--- src/rtl/tile_sched.sv ---
// tile_sched: issues the GRID x GRID overlapping detection tiles of one frame, counts
// completions, then enables the merge stage. Define TILE_WDOG_EN to add the watchdog/ERR state.
module tile_sched #(
  parameter int unsigned GRID        = 6,
`ifdef TILE_WDOG_EN
  parameter int unsigned WDOG_CYCLES = 1000000,
`endif
  parameter int unsigned MAX_OUT     = 8
) (
  input  logic        clk,
  input  logic        reset,
  input  logic [31:0] size,
  input  logic        frame_start,
  output logic        tile_valid,
  input  logic        tile_ready,
  output logic [5:0]  tile_id,
  output logic [31:0] tile_x,
  output logic [31:0] tile_y,
  output logic [31:0] tile_base,
  output logic [31:0] tile_len,
  input  logic        done_valid,
  output logic        merge_en,
  input  logic        merge_done,
  output logic        busy,
  output logic        frame_done,
`ifdef TILE_WDOG_EN
  output logic        wdog_err,
`endif
  output logic        cfg_err,
  output logic        proto_err
);

  localparam int unsigned   NTILES  = GRID * GRID;
  localparam int            CW      = $clog2(NTILES + 1);
  localparam int            OW      = 7;
  localparam logic [CW-1:0] N_LAST  = CW'(NTILES);
  localparam logic [OW-1:0] OUT_MAX = OW'(MAX_OUT);
  localparam logic [5:0]    GX_LAST = 6'(GRID - 1);

  typedef enum logic [2:0] {
    S_IDLE, S_CALC, S_DISPATCH, S_WAIT, S_MERGE,
`ifdef TILE_WDOG_EN
    S_ERR,
`endif
    S_DONE
  } state_t;

  state_t        state;
  logic [31:0]   size_q, unit_q, row_step, row_base;
  logic [5:0]    gx;
  logic [CW-1:0] issued, completed, issued_nxt, completed_nxt;
  logic [OW-1:0] outstanding, outstanding_nxt;
  logic          accept, counting, done_ok, valid_nxt;

  // NOTE: every always_comb output is assigned on every path, so no latches are inferred.
  always_comb begin
    accept          = tile_valid && tile_ready;
    counting        = (state == S_DISPATCH) || (state == S_WAIT);
    done_ok         = counting && done_valid && (outstanding != '0);
    issued_nxt      = issued + CW'(accept);
    completed_nxt   = completed + CW'(done_ok);
    outstanding_nxt = outstanding + OW'(accept) - OW'(done_ok);
    valid_nxt       = (issued_nxt < N_LAST) && (outstanding_nxt < OUT_MAX);
  end

`ifdef TILE_WDOG_EN
  logic [31:0] wdog_cnt, wdog_nxt;
  logic        wdog_active, wdog_trip;

  always_comb begin
    wdog_active = (state == S_DISPATCH) || (state == S_WAIT) || (state == S_MERGE);
    wdog_nxt    = (done_valid || merge_done) ? '0 : wdog_cnt + 32'd1;
    wdog_trip   = wdog_active && (wdog_nxt == WDOG_CYCLES);
  end
`endif

  // NOTE: state is updated with <= only, so every branch reads pre-edge values.
  always_ff @(posedge clk or posedge reset) begin
    if (reset) begin
      state       <= S_IDLE;
      size_q      <= '0;
      unit_q      <= '0;
      row_step    <= '0;
      row_base    <= '0;
      gx          <= '0;
      issued      <= '0;
      completed   <= '0;
      outstanding <= '0;
      tile_valid  <= 1'b0;
      tile_id     <= '0;
      tile_x      <= '0;
      tile_y      <= '0;
      tile_base   <= '0;
      tile_len    <= '0;
      merge_en    <= 1'b0;
      busy        <= 1'b0;
      frame_done  <= 1'b0;
      cfg_err     <= 1'b0;
      proto_err   <= 1'b0;
`ifdef TILE_WDOG_EN
      wdog_cnt    <= '0;
      wdog_err    <= 1'b0;
`endif
    end else begin
      frame_done <= 1'b0;
      if (done_valid && !done_ok) proto_err <= 1'b1;

      case (state)
        S_IDLE: if (frame_start) begin
          size_q    <= size;
          unit_q    <= size >> 3;
          cfg_err   <= 1'b0;
          proto_err <= done_valid;
          busy      <= 1'b1;
          state     <= S_CALC;
        end
        S_CALC: if (unit_q == '0) begin
          cfg_err    <= 1'b1;
          frame_done <= 1'b1;
          busy       <= 1'b0;
          state      <= S_IDLE;
        end else begin
          // Row stride is precomputed so the dispatch loop needs only adders.
          row_step    <= unit_q * size_q;
          row_base    <= '0;
          gx          <= '0;
          issued      <= '0;
          completed   <= '0;
          outstanding <= '0;
          tile_id     <= '0;
          tile_x      <= '0;
          tile_y      <= '0;
          tile_base   <= '0;
          tile_len    <= (unit_q << 1) + unit_q;
          tile_valid  <= 1'b1;
          state       <= S_DISPATCH;
        end
        S_DISPATCH: begin
          issued      <= issued_nxt;
          completed   <= completed_nxt;
          outstanding <= outstanding_nxt;
          tile_valid  <= valid_nxt;
          if (accept) begin
            tile_id <= tile_id + 6'd1;
            if (gx == GX_LAST) begin
              gx        <= '0;
              tile_x    <= '0;
              tile_y    <= tile_y + unit_q;
              row_base  <= row_base + row_step;
              tile_base <= row_base + row_step;
            end else begin
              gx        <= gx + 6'd1;
              tile_x    <= tile_x + unit_q;
              tile_base <= tile_base + unit_q;
            end
          end
          if (issued_nxt == N_LAST) state <= S_WAIT;
        end
        S_WAIT: begin
          completed   <= completed_nxt;
          outstanding <= outstanding_nxt;
          if (completed_nxt == N_LAST) state <= S_MERGE;
        end
        // merge_done only counts once the enable is actually visible to the merger.
        S_MERGE: if (merge_en && merge_done) begin
          merge_en   <= 1'b0;
          frame_done <= 1'b1;
          state      <= S_DONE;
        end else begin
          merge_en <= 1'b1;
        end
        S_DONE: begin
          busy  <= 1'b0;
          state <= S_IDLE;
        end
`ifdef TILE_WDOG_EN
        S_ERR: begin
          tile_valid <= 1'b0;
          merge_en   <= 1'b0;
        end
`endif
        default: state <= S_IDLE;
      endcase

`ifdef TILE_WDOG_EN
      if (state == S_CALC) wdog_cnt <= '0;
      else if (wdog_active) wdog_cnt <= wdog_nxt;
      if (wdog_trip) begin
        state      <= S_ERR;
        tile_valid <= 1'b0;
        merge_en   <= 1'b0;
        wdog_err   <= 1'b1;
      end
`endif
    end
  end

endmodule

--- config.mk ---
export PLATFORM = sky130hd
export DESIGN_NAME = tile_sched
export DESIGN_NICKNAME = d
export VERILOG_FILES = /design/src/rtl/tile_sched.sv
export SDC_FILE = /design/constraint.sdc
export NUM_CORES = 2
export LEC_CHECK = 0
export ABC_AREA = 0
export CAP_MARGIN = 15
export CORE_MARGIN = 2
export CORE_UTILIZATION = 30
export CTS_CLUSTER_SIZE = 25
export DETAILED_ROUTE_END_ITERATION = 10
export GPL_ROUTABILITY_DRIVEN = 0
export PLACE_DENSITY_LB_ADDON = 0.25
export SYNTH_ARGS = -nofsm -noshare
export SYNTH_HDL_FRONTEND = slang
export SYNTH_SLANG_ARGS = --single-unit
export TNS_END_PERCENT = 20
--- constraint.sdc ---
create_clock -name clk -period 18.1 [get_ports clk]
set_input_delay 1.81 -clock clk [delete_from_list [all_inputs] [get_ports clk]]
set_output_delay 1.81 -clock clk [all_outputs]
set_load 0.1 [all_outputs]
After elaboration in Yosys (flattened, before gate mapping)
Cells that the tools add are included.
{ "word_totals": {"reg_bits": 293, "out_inout_bits": 140, "wordCells": 120} }
{ "op_classes": {"addsub": 11, "n_mul": 1, "magnitude_cmp": 2, "n_eq_ne": 16, "n_mux": 44, "bitwise": 1, "reduce_logical": 25} }
{ "ops": {"columns": ["op", "count"], "rows": [
  ["$mux 32", 9],
  ["$pmux 32 s2", 4],
  ["$add 32x29->32", 3],
  ["$pmux 6 s2", 4],
  ["$add 32x32->32", 1],
  ["$logic_not 32->1", 1],
  ["$mul 29x32->32", 1],
  ["$add 30x29->31", 1],
  ["$mux 6", 4],
  ["$pmux 3 s5", 1],
  ["$pmux 7 s2", 1],
  ["$add 6x1->6", 2],
  ["$add 6x1->6 const B", 2],
  ["$eq 6x6->1 const B", 2],
  ["$mux 3", 4],
  ["$mux 1", 11],
  ["$ne 2x2->1 const B", 5],
  ["$reduce_and 3->1", 3],
  ["$reduce_and 2->1", 4],
  ["$reduce_and 4->1", 2],
  ["$add 7x1->7", 1],
  ["$lt 7x4->1 const B", 1],
  ["$mux 7", 1],
  ["$reduce_bool 7->1", 1],
  ["other kinds (18)", 31]
]} }

Depth between registers and ports, before layout
{ "depth": {"word_depth": 9, "depth_mapped": 31, "depth_no_buf": 29} }

Worst setup path before layout
Ideal clock, no wire load.
{ "synth_path": {"path_type": "reg2reg", "from": "reg size_q[11]", "to": "reg row_step[24]", "arrival_time_ps": 7293, "setup_slack_ps": 10674, "path_stages_with_launch": 30, "path_buffers": 2, "cell_sequence": "dfrtp_1 > clkbuf_1 > clkbuf_1 > nand2_1 > fa_1 > inv_1 > fa_1 > fa_1 > inv_1 > fa_1 > inv_1 > fa_1 > inv_1 > fa_1 > inv_1 > fa_1 > inv_1 > fa_1 > inv_1 > ha_1 > a21o_1 > a21o_1 > a21oi_1 > o21ai_0 > a31o_2 > a21o_1 > a31o_2 > a21oi_1 > xor2_1 > o21ai_0"} }
{ "synth_between": {"elab_chain_len": 1} }
{ "synth_lines": {"columns": ["item", "line_no", "source"], "rows": [
  ["start: declaration", "49", "logic [31:0] size_q, unit_q, row_step, row_base;"],
  ["start signal: assignment", "110", "size_q <= size;"],
  ["$mul 29x32->32", "124", "row_step <= unit_q * size_q;"],
  ["end signal: assignment", "124", null],
  ["end: declaration", "49", null]
]} }
Every way passes these cells.
A chain may end at the register's enable or synchronous reset.

Worst setup path after layout
{ "layout_path": {"from": "reg size_q[12]", "to": "reg row_step[31]"} }
The elaborated chain is that of the path after synthesis.

==> results.json <==
{
  "grtUsageMet2_pct": 32.01,
  "layout.nets": 4315,
  "initial_core_util_pct": 30.34,
  "grt.busiest_layer": "met2",
  "synth_fp_nets": 4172,
  "slew_headroom_pct": 20.73,
  "fin_crit_ns": 8.160,
  "crit_type": "reg2reg",
  "dieArea_um2": 105900,
  "cts_max_level": 2,
  "startpoint_type": "flop",
  "maxCapViolations": 0,
  "synth_cell_types": 82,
  "fin_skew_ns": 0.02665,
  "cp_slowest_cell": "fa_1",
  "grt_pass1_vias": 25243,
  "die_w_um": 325.5,
  "yosys_warnings": 0,
  "hold_viol": 0,
  "cts_tree": "done",
  "antenna_found_initial": 1,
  "vias": 24339,
  "grt_pass1_wl_mm": 152.3,
  "avgViaCountPerCell": 4.884,
  "yosysTopAreaCell": "fa_1",
  "clockRootBuffer": "clkbuf_16",
  "core_um2": 102200,
  "post-route-period-util_pct": 45.08,
  "slew_violations": 0,
  "status": "complete, no violations",
  "hp-class": "reg2reg",
  "synthTopCellsByArea": "fa_1, dfrtp_1, ha_1, inv_1, nand2_1",
  "finalSetupTns_ns": 0,
  "netlist_instances": 3447,
  "avgSynthCellArea_um2": 8.993,
  "required_ns": 18.51,
  "cpMostUsedCell": "fa_1",
  "layout-drive-gt1-share_pct": 4.011,
  "core.rowCount": 117,
  "ys_ff_latch": 263,
  "cpPeakStageDelay_ns": 0.58,
  "area_growth_pct": 14.99,
  "cts_resized": 0,
  "rsz0062_at_grt": "false",
  "ctsHoldBuffers": 0,
  "crit_chain": "buf_4 > clkinv_1 > nor2_1 > fa_1 > fa_1 > fa_1 > inv_1 > fa_1 > inv_1 > fa_1 > fa_1 > fa_1 > fa_1 > ha_1 > a21o_1 > a21oi_1 > o21ai_0 > o41ai_1 > o211a_1 > o31a_1 > o2111ai_1 > a21oi_1 > xnor2_1 > o21ai_1",
  "io_buffers": 176,
  "ios": 178,
  "setup_viol": 0,
  "dr.pass1.iters": 5,
  "arrival_ns": 8.57,
  "synthesis.area_um2": 31000,
  "netlist.area_leader.share_pct": 24.48,
  "dp_hpwl_mm": 74.84,
  "worst_pin_slew_ns": 1.186,
  "diodes": 0,
  "critPathCaptureType": "flop",
  "cts_max_path_buffers": 3,
  "grt_max_degree": 92,
  "path_clk_slew_ns": 0.06,
  "async_reset_ff_share_pct": 100.0,
  "clk-insertion-delay-late_ns": 0.56,
  "fillers": 10696,
  "ant_nets": 0,
  "clock-sinks": 263,
  "track_usage_pct": 18.68,
  "grt-ovfl-total": 0,
  "synth_edf_count": 0,
  "drt-initial-drc-count": 1576,
  "ys.flop_type": "dfrtp_1",
  "crit_fanout": 22,
  "chipHeight_um": 325.5,
  "drc": 0,
  "use_met1_pct": 24.16,
  "routed_wl_mm": 98.55,
  "met3_usage_pct": 2.598,
  "cts_buffers": 38,
  "yosysSeqAreaShare_pct": 21.23,
  "post_cts_buffers": 0,
  "wl_per_cell_um": 19.78,
  "fmax_ghz": 0.1225
}
[worst paths after layout]
check	from	endpoint	slack [ns]	cells past startpoint
worst min-delay path	row_base[0]	row_base[0]	0.47	2
worst min register to register	row_base[0]	row_base[0]	0.47	2
min in group asynchronous	reset	outstanding[4]	1.76	2
max in group asynchronous	reset	size_q[15]	14.18	4
worst max register to register	size_q[12]	row_step[31]	9.94	24
worst max-delay path	size_q[12]	row_step[31]	9.94	24
[placed cells by master, fill, tap and decap left out, types with 9 or more instances in the layout]
cell type / n
inv_1: 528
nand2_1: 433
fa_1: 379
ha_1: 308
dfrtp_1: 263
o21ai_0: 234
nor2_1: 211
clkdlybuf4s50_1: 175
a21oi_1: 156
xnor2_1: 116
a21o_1: 86
xor2_1: 77
and2_1: 67
nand3_1: 51
buf_4: 47
clkbuf_16: 38
o21a_1: 28
o31ai_1: 28
a22o_1: 24
a211oi_1: 21
nor3_1: 21
a31oi_1: 21
o21bai_1: 19
nand4_1: 18
nand2b_1: 18
and3_1: 18
nor2b_1: 17
or3_1: 15
mux2i_1: 12
o211ai_1: 10
clkbuf_1: 10
a211o_1: 9
or2_2: 9
[sequential cells by signal, indices dropped and copies added, names as in the netlist]
signal and cells:
completed 6, row_step 32, size_q 32, tile_x 32, state 3, tile_len 31, gx 6, row_base 32
frame_done 1, tile_base 32, busy 1, cfg_err 1, outstanding 7, proto_err 1, merge_en 1, tile_valid 1
tile_y 32, tile_id 6, issued 6
[logic make-up (layout without fill, tap and decap cells)]
group	count (synthesis)	in the layout	synth area share, %
adders and majority gates	687	687	36.91
other	1	1	0.01210
muxes	16	16	0.5328
DFF	263	263	21.23
xor gates and xnor gates	193	193	5.453
AOI/OAI and AO/OA	719	719	14.86
buffers and inverters	653	821	7.927
and+or+nand+nor	915	915	13.08
[cell usage after synthesis (4+ instances only)]
| cell | number |
|---|---|
| a32o_1 | 4 |
| clkinv_1 | 5 |
| nor2_1 | 213 |
| o21bai_1 | 19 |
| nand4_1 | 18 |
| nor4_1 | 9 |
| mux2i_1 | 12 |
| and3_1 | 18 |
| a211o_1 | 9 |
| nand3_1 | 51 |
| inv_1 | 529 |
| o211ai_1 | 10 |
| a22o_1 | 24 |
| o2111ai_1 | 4 |
| or3_1 | 16 |
| a31oi_1 | 21 |
| ha_1 | 308 |
| nand2_1 | 434 |
| nor3_1 | 23 |
| nand2b_1 | 18 |
| dfrtp_1 | 263 |
| or2_2 | 9 |
| o211a_1 | 4 |
| fa_1 | 379 |
| a211oi_1 | 21 |
| xnor2_1 | 116 |
| buf_1 | 11 |
| o22a_1 | 4 |
| o21ai_1 | 4 |
| a21oi_1 | 156 |
| o31ai_1 | 28 |
| nand4b_1 | 4 |
| o21ai_0 | 234 |
| mux2_2 | 4 |
| xor2_1 | 77 |
| a311oi_1 | 4 |
| and2_1 | 67 |
| clkbuf_1 | 105 |
| nor2b_1 | 17 |
| a21o_1 | 86 |
| o22ai_1 | 6 |
| nor3b_1 | 6 |
| o21a_1 | 28 |
| a31o_2 | 8 |
[through the flow]
| stage | setup WS [ns] | instance area [um^2] | hold WS (ns) | std cells | utilization, % |
|---|---|---|---|---|---|
| finish | 9.940 | 35650 | 0.4700 | 4983 | 34.89 |
| global route | 9.432 | 35650 | 0.4964 | 4983 | 34.89 |
| CTS | 9.928 | 35650 | 0.4738 | 4983 | 34.89 |
| detailed placement | 9.941 | 34400 | 0.4614 | 4918 | 33.67 |
| global placement | 10.03 | 34400 | 0.4582 | 4918 | 33.67 |
| floorplan | 9.050 | 31000 | 0.4426 | 3447 | - |
[worst max-delay path, delay by kind of cell (launching register included)]
kind                     cells  cell delay [ns]
adder cells (fa/ha/maj)      9             4.34
AO/OA/AOI/OAI                9             1.81
buffers and inverters        4             0.89
AND/OR/NAND/NOR              1             0.49
flip-flops                   1             0.33
XOR/XNOR                     1             0.14
[routing by layer]
metal  vias up  part of all wire, %
met4         0                  3.6
met3       144                  4.7
met5         -                    0
li1      11572                    -
met1     12054                   43
met2       569                   48
[final cells by class]
cell class	instances	area, um^2	area share [%]
clock buffer	52	1044	2.927
multi-input combinational	2531	21990	61.70
timing repair buffer	222	2105	5.904
clock inverter	13	200.2	0.5616
sequential	263	6581	18.46
tap	1368	1712	4.802
inverter	534	2012	5.644
Power is not shown: default switching activity piles up to over one toggle a cycle in this logic, so the estimate is an artifact.
